File: src/rtl/mfp_reset_requester_if.sv
// Register-access and reset-handshake bundle for mfp_reset_requester.
// Ports: wr_en/addr/wdata (register writes), rdata (registered read data),
//        si_reset (from the reset generator), rst_req/wdt_expired/busy (status).
// The master side is the software/reset-generator environment and the slave side is the requester.
interface mfp_reset_requester_if;
  logic        wr_en;
  logic [1:0]  addr;
  logic [31:0] wdata;
  logic [31:0] rdata;
  logic        si_reset;
  logic        rst_req;
  logic        wdt_expired;
  logic        busy;

  modport master (
    output wr_en, addr, wdata, si_reset,
    input  rdata, rst_req, wdt_expired, busy
  );

  modport slave (
    input  wr_en, addr, wdata, si_reset,
    output rdata, rst_req, wdt_expired, busy
  );
endinterface

File: src/rtl/mfp_reset_requester.sv
// Watchdog plus software soft-reset requester with a rst_req/si_reset handshake and a reset-cause register.
// Latency: rst_req rises 1 cycle after the REQ decision; rdata is valid 1 cycle after addr; wdt_expired is combinational.
// Backpressure: none. Writes are always accepted; sw_req and KICK writes are dropped while busy.
// Ports: clk, resetn (async active-low), bus (slave modport: wr_en/addr/wdata in, rdata out,
//        si_reset in, rst_req/wdt_expired/busy out).
module mfp_reset_requester #(
  parameter int          CNT_WIDTH   = 32,
  parameter int          MIN_PULSE   = 4,
  parameter int          ACK_TIMEOUT = 255,
  parameter logic [31:0] KICK_KEY    = 32'hA5C3_0F96
) (
  input logic                  clk,
  input logic                  resetn,
  mfp_reset_requester_if.slave bus
);

  localparam logic [1:0] ST_IDLE = 2'd0;
  localparam logic [1:0] ST_REQ  = 2'd1;
  localparam logic [1:0] ST_HOLD = 2'd2;

  localparam logic [1:0] A_CTRL   = 2'd0;
  localparam logic [1:0] A_LOAD   = 2'd1;
  localparam logic [1:0] A_KICK   = 2'd2;
  localparam logic [1:0] A_STATUS = 2'd3;

  localparam int PW = $clog2(ACK_TIMEOUT + 1);

  logic [1:0]           r_state;
  logic                 r_wdt_en;
  logic [CNT_WIDTH-1:0] r_load;
  logic [CNT_WIDTH-1:0] r_cnt;
  logic                 r_cause_wdt;
  logic                 r_cause_sw;
  logic                 r_ack_err;
  logic [PW-1:0]        r_pulse;
  logic                 r_rst_req;
  logic                 r_fold_exp;
  logic [31:0]          r_rdata;

  logic [1:0]  w_state_nxt;
  logic        w_idle;
  logic        w_busy;
  logic        w_wr_ctrl;
  logic        w_wr_load;
  logic        w_wr_kick;
  logic        w_wr_status;
  logic        w_en_rise;
  logic        w_sw_trig;
  logic        w_kick;
  logic        w_wdt_hit;
  logic        w_wdt_fold;
  logic        w_enter_req;
  logic        w_pulse_ok;
  logic        w_timeout;
  logic        w_to_hold;
  logic        w_ack_fail;
  logic [31:0] w_load_ext;
  logic [31:0] w_rdata_nxt;

  assign w_idle      = (r_state == ST_IDLE);
  assign w_busy      = !w_idle;

  assign w_wr_ctrl   = bus.wr_en && (bus.addr == A_CTRL);
  assign w_wr_load   = bus.wr_en && (bus.addr == A_LOAD);
  assign w_wr_kick   = bus.wr_en && (bus.addr == A_KICK);
  assign w_wr_status = bus.wr_en && (bus.addr == A_STATUS);

  assign w_en_rise   = w_wr_ctrl && bus.wdata[0] && !r_wdt_en;
  assign w_sw_trig   = w_wr_ctrl && bus.wdata[1] && w_idle;
  assign w_kick      = w_wr_kick && (bus.wdata == KICK_KEY) && w_idle;

  assign w_wdt_hit   = w_idle && r_wdt_en && (r_cnt == '0);
  // Enable and sw_req in one write with LOAD=0: the watchdog would expire on the
  // very cycle REQ is entered, so fold it into the same request and report it then.
  assign w_wdt_fold  = w_sw_trig && w_en_rise && (r_load == '0);
  assign w_enter_req = w_wdt_hit || w_sw_trig;

  assign w_pulse_ok  = (r_pulse >= PW'(MIN_PULSE - 1));
  assign w_timeout   = (r_pulse == PW'(ACK_TIMEOUT));

  always_comb begin
    w_state_nxt = r_state;
    case (r_state)
      ST_IDLE: if (w_enter_req) w_state_nxt = ST_REQ;
      ST_REQ: begin
        if (bus.si_reset && w_pulse_ok) w_state_nxt = ST_HOLD;
        else if (w_timeout)             w_state_nxt = ST_IDLE;
      end
      ST_HOLD: if (!bus.si_reset) w_state_nxt = ST_IDLE;
      default: w_state_nxt = ST_IDLE;
    endcase
  end

  assign w_to_hold  = (r_state == ST_REQ) && (w_state_nxt == ST_HOLD);
  assign w_ack_fail = (r_state == ST_REQ) && (w_state_nxt == ST_IDLE);

  always_comb begin
    w_load_ext = '0;
    w_load_ext[CNT_WIDTH-1:0] = r_load;
  end

  always_comb begin
    w_rdata_nxt = '0;
    case (bus.addr)
      A_CTRL:   w_rdata_nxt[0]   = r_wdt_en;
      A_LOAD:   w_rdata_nxt      = w_load_ext;
      A_KICK:   w_rdata_nxt      = '0;
      A_STATUS: w_rdata_nxt[3:0] = {w_busy, r_ack_err, r_cause_sw, r_cause_wdt};
      default:  w_rdata_nxt      = '0;
    endcase
  end

  always_ff @(posedge clk or negedge resetn) begin
    if (!resetn) begin
      r_state     <= ST_IDLE;
      r_wdt_en    <= 1'b0;
      r_load      <= '1;
      r_cnt       <= '1;
      r_cause_wdt <= 1'b0;
      r_cause_sw  <= 1'b0;
      r_ack_err   <= 1'b0;
      r_pulse     <= '0;
      r_rst_req   <= 1'b0;
      r_fold_exp  <= 1'b0;
      r_rdata     <= '0;
    end else begin
      r_state    <= w_state_nxt;
      r_rst_req  <= (w_state_nxt == ST_REQ);
      r_fold_exp <= w_wdt_fold;
      r_rdata    <= w_rdata_nxt;

      // Counts cycles spent in REQ; restarts at zero on every REQ entry.
      if ((r_state == ST_REQ) && (w_state_nxt == ST_REQ)) r_pulse <= r_pulse + 1'b1;
      else                                                r_pulse <= '0;

      // HOLD entry disarms the watchdog so the rebooted system starts quiet.
      if (w_to_hold)      r_wdt_en <= 1'b0;
      else if (w_wr_ctrl) r_wdt_en <= bus.wdata[0];

      if (w_wr_load) r_load <= bus.wdata[CNT_WIDTH-1:0];

      // Counter only moves in IDLE and stops at zero; a reload wins over a decrement.
      if (w_en_rise || w_kick)                    r_cnt <= r_load;
      else if (w_idle && r_wdt_en && r_cnt != '0) r_cnt <= r_cnt - 1'b1;

      // Sticky cause bits: a new event in the same cycle beats a clear.
      if (w_wdt_hit || w_wdt_fold)           r_cause_wdt <= 1'b1;
      else if (w_wr_status && bus.wdata[0])  r_cause_wdt <= 1'b0;

      if (w_sw_trig)                         r_cause_sw <= 1'b1;
      else if (w_wr_status && bus.wdata[1])  r_cause_sw <= 1'b0;

      if (w_ack_fail)                        r_ack_err <= 1'b1;
      else if (w_wr_status && bus.wdata[2])  r_ack_err <= 1'b0;
    end
  end

  assign bus.rst_req     = r_rst_req;
  assign bus.wdt_expired = w_wdt_hit || r_fold_exp;
  assign bus.busy        = w_busy;
  assign bus.rdata       = r_rdata;

endmodule

File: src/flat_wrapper.sv
// flat-port wrapper written by rule: the top's interface ports become plain ports
module mfp_reset_requester_flat 
#(
  parameter int          CNT_WIDTH   = 32,
  parameter int          MIN_PULSE   = 4,
  parameter int          ACK_TIMEOUT = 255,
  parameter logic [31:0] KICK_KEY    = 32'hA5C3_0F96
)
  (clk, resetn, bus_wr_en, bus_addr, bus_wdata, bus_si_reset, bus_rdata, bus_rst_req, bus_wdt_expired, bus_busy);
  mfp_reset_requester_if bus_i ();
  input logic clk;
  input logic resetn;
  input wire logic [$bits(bus_i.wr_en)-1:0] bus_wr_en;
  input wire logic [$bits(bus_i.addr)-1:0] bus_addr;
  input wire logic [$bits(bus_i.wdata)-1:0] bus_wdata;
  input wire logic [$bits(bus_i.si_reset)-1:0] bus_si_reset;
  output wire logic [$bits(bus_i.rdata)-1:0] bus_rdata;
  output wire logic [$bits(bus_i.rst_req)-1:0] bus_rst_req;
  output wire logic [$bits(bus_i.wdt_expired)-1:0] bus_wdt_expired;
  output wire logic [$bits(bus_i.busy)-1:0] bus_busy;
  assign bus_i.wr_en = bus_wr_en;
  assign bus_i.addr = bus_addr;
  assign bus_i.wdata = bus_wdata;
  assign bus_i.si_reset = bus_si_reset;
  assign bus_rdata = bus_i.rdata;
  assign bus_rst_req = bus_i.rst_req;
  assign bus_wdt_expired = bus_i.wdt_expired;
  assign bus_busy = bus_i.busy;
  mfp_reset_requester #(.CNT_WIDTH(CNT_WIDTH), .MIN_PULSE(MIN_PULSE), .ACK_TIMEOUT(ACK_TIMEOUT), .KICK_KEY(KICK_KEY)) u_core (.clk(clk), .resetn(resetn), .bus(bus_i));
endmodule
File: config.mk
export PLATFORM = sky130hd
export DESIGN_NAME = mfp_reset_requester_flat
export DESIGN_NICKNAME = d
export VERILOG_FILES = /design/src/rtl/mfp_reset_requester_if.sv /design/src/rtl/mfp_reset_requester.sv /design/src/flat_wrapper.sv
export SDC_FILE = /design/constraint.sdc
export NUM_CORES = 1
export LEC_CHECK = 0
export BUFFER_PORTS_ARGS = -buffer_cell sky130_fd_sc_hd__buf_2
export CORE_MARGIN = 4
export CORE_UTILIZATION = 55
export CTS_BUF_LIST = sky130_fd_sc_hd__clkbuf_4 sky130_fd_sc_hd__clkbuf_8
export DETAILED_ROUTE_END_ITERATION = 6
export GPL_TIMING_DRIVEN = 1
export PLACE_DENSITY = 0.75
export SETUP_SLACK_MARGIN = 0.2
export SLEW_MARGIN = 20
export SYNTH_ARGS = -nofsm -noshare
export SYNTH_HDL_FRONTEND = slang
export SYNTH_SLANG_ARGS = --single-unit
export TNS_END_PERCENT = 100
File: constraint.sdc
create_clock -name clk -period 2.8 [get_ports clk]
set_input_delay 0.14 -clock clk [delete_from_list [all_inputs] [get_ports clk]]
set_output_delay 0.14 -clock clk [all_outputs]
set_load 0.1 [all_outputs]
==> out/metrics.csv <==
metric;value;unit
fill count;715;
Tightest Pin Transition;0.678;ns
Peak VDD IR;0.000597;V
Synth Cell Area;0.00534;sq mm
gr ovfl total;0;
Die ar.;0.0113;sq mm
max incr delay on CP;0.62;ns
IO buf count;72;
startpoint types;flip-flop;
initial antenna violation count;0;
setup violators final;0;
total negative slack;0;ns
Residual DRC;0;
crit-path cells;inv_1 > ha_1 > or4b_1 > nor4_4 > o31ai_2 > or4_1 > a31oi_1;
Warnings, synthesis;0;
share of layout cells above drive strength 1;37.6;%
fin. max-slew vios;0;
critical path endpoint category;flip-flop;
Place WS;0.354;ns
Pre-Repair DR Iteration Count;5;
Final ANT Viol Nets;0;
Yosys cell types;62;
gate count of the mapped netlist;477;
TritonCTS clock tree;yes;
crit path max fanout;9;
Seq cells post-synth;112;
final cycle utilization of the critical path;89.7;%
largest net degree at the start of global routing;67;
Hold/Removal Path Class;in -> reg;
htree depth;3;
via count;4242;
crit path time final;2.51;ns
clk_lat worst skew;0.39;ns
Power Density;852;mW/mm^2
CTS buffer count;9;
number of synthesized flops with an enable pin;0;
clock buffer depth;2;
clk sinks;112;
fmax;398;MHz
RSZ-0062 raised after global routing;false;
Async SR Flop Fraction;100;%
cell at the slowest stage of the critical path;or4b_1;
Avg Cell Area, Syn;11.2;sq um
register area share after synthesis;54.0;%
Synth Flop Type;dfstp_2;
die width;107;um
Final Hold Fails;2;
Layout Cells excl Fill;696;
Via density;6.09;
failing checks;negative hold slack;
# rows;35;
post-synth net total;518;
Max Cap Viol;0;
first-pass GRT wire length;21.4;mm
WL final;13.2;mm
clk slew on worst S/H paths;0.12;ns
final core utilization;67.0;%
skew final;0.0181;ns
status;complete, but fails checks;
GR Util All Layers;23.6;%
CP required;3.12;ns
post-layout net count;603;
placed cells;665;
Crit Path Class;reg -> reg;
Starting Density;57.2;%
Final HPWL DP;9.24;mm
Final Hold Slack;-0.00350;ns
Core Box Area;0.00933;sq mm
Worst Slack Setup Final;0.289;ns
CTS root buf;clkbuf_8;
die height;107;um
vias in the first global route;4278;
Leak;2.58;nW
placer congestion estimate;0.903;
Slew headroom;54.2;%
Avg WL per Cell;18.9;um
Initial DRC Count;249;
io pins;73;
arrival time worst endpoint;2.83;ns
Area Overhead vs Synth;17.1;%
diode count;0;
==> flip-flops by register name, indices dropped and copies added, names as in the netlist <==
signal              cells
u_core.r_wdt_en         1
u_core.bus.rst_req      1
u_core.r_cnt           32
u_core.r_state          2
u_core.r_cause_wdt      1
u_core.r_load          32
u_core.r_ack_err        1
u_core.r_pulse          8
u_core.r_fold_exp       1
u_core.r_cause_sw       1
u_core.bus.rdata       32
==> per-layer routing <==
| layer | wire [um] | vias up | track usage, % |
|---|---|---|---|
| met4 | 305 | 0 | 8.40 |
| met5 | 0 | - | 0 |
| met3 | 694 | 29 | 3.52 |
| met2 | 6610 | 167 | 40.2 |
| li1 | - | 1962 | - |
| met1 | 5540 | 2084 | 30.8 |
==> where the power goes <==
part	switching, mW	internal [mW]	total (mW)
registers	0.544	2.27	2.81
clock network	0.610	0.377	0.987
logic	0.994	0.526	1.52
==> cell usage after synthesis (all sizes together), types with 2 or more instances <==
library cell | number | area, sq um
o31ai | 10 | 80.1
or4b | 2 | 20.0
nor4b | 2 | 17.5
nor2 | 41 | 154
nor3 | 7 | 50.1
ha | 3 | 37.5
nand4 | 9 | 56.3
nand4b | 5 | 43.8
clkbuf | 12 | 45.0
nand3b | 3 | 22.5
dfstp | 64 | 1680
mux2 | 32 | 360
nand3 | 11 | 60.1
o41ai | 8 | 70.1
inv | 6 | 22.5
xnor2 | 6 | 52.6
o31a | 5 | 43.8
o21ai | 19 | 95.1
or3 | 9 | 56.3
nand2 | 28 | 105
and2 | 28 | 175
a21oi | 8 | 40.0
xor2 | 6 | 52.6
a31oi | 19 | 119
nor4 | 26 | 211
nor2b | 4 | 25.0
o211ai | 3 | 22.5
a41oi | 2 | 25.0
mux2i | 4 | 40.0
or3b | 2 | 20.0
and3 | 3 | 18.8
buf | 12 | 63.8
dfrtp | 48 | 1200
or4 | 14 | 114
nor3b | 2 | 15.0
==> layout by cell type, fill, tap and decap left out, drive strengths merged, types with 3 or more instances in the layout <==
cell         netlist  layout
or3                9       9
and3               3       3
o211ai             3       3
or4               14      14
xor2               6       6
a21oi              8       8
buf               12      84
dlygate4sd3        0      14
ha                 3       3
nor2b              4       4
xnor2              6       6
dfrtp             48      48
nor3               7       7
o41ai              8       8
a31oi             19      19
and2              28      28
nor2              41      41
clkbuf            12      10
nand4b             5       5
mux2              32      32
nand2             28      28
o21ai             19      19
mux2i              4       4
nand4              9       9
inv                6      10
nand3b             3       3
o31a               5       5
nand3             11      11
o31ai             10      10
dfstp             64      64
nor4              26      26
==> worst max-delay path: cells and delay by family, from the launching register on <==
kind            cells  cell delay, ns
buf+inv             1            0.11
simple gates        3            1.35
compound gates      2            0.43
flops               1            0.38
fa+ha+maj           1            0.18
==> layout make-up <==
cell class | count | area [sq um] | share of cell area (%)
Inverter | 6 | 22.5 | 0.360
Timing Repair Buffer | 98 | 621 | 9.93
Sequential cell | 112 | 2880 | 46.1
Clock inverter | 6 | 65.1 | 1.04
Clock buffer | 10 | 138 | 2.20
Multi-Input combinational cell | 335 | 2360 | 37.7
Tap cell | 129 | 161 | 2.58
==> cells by family (layout without fill, tap and decap cells) <==
group,after synthesis,after routing,share of synthesized area (%)
compound gates,83,83,10.8
xor+xnor,12,12,1.97
buf+inv,30,120,2.46
simple gates,201,201,22.6
flops,112,112,54.0
fa+ha+maj,3,3,0.703
mux,36,36,7.50
==> worst paths after layout <==
check	start	end	depth (start not counted)	slack, ns
worst max-delay path	u_core.r_cnt[0]	u_core.r_cnt[18]	7	0.29
worst min-delay path	bus_wdata[3]	u_core.r_load[3]	2	-0.003
worst max register to register	u_core.r_cnt[0]	u_core.r_cnt[18]	7	0.29
worst min register to register	u_core.r_pulse[0]	u_core.r_pulse[0]	1	0.49
max in group asynchronous	resetn	u_core.r_cnt[0]	3	1.71
min in group asynchronous	resetn	u_core.bus.rdata[20]	2	0.28
==> timing repair <==
action                     in CTS  in global routing
buffers inserted                0                  1
resized for setup               1                  2
setup endpoints to repair       1                  1
hold endpoints to repair       37                  0
hold buffers                   14                  0
pin swaps                       0                  1
==> stage by stage <==
step	cell area [sq um]	power, mW
after global placement	5870	4.22
after global routing	6250	5.57
after detailed placement	5870	4.29
after CTS	6230	5.30
final	6250	5.32
after floorplan	5340	3.80
No activity file was read; power rests on OpenSTA's default activity.
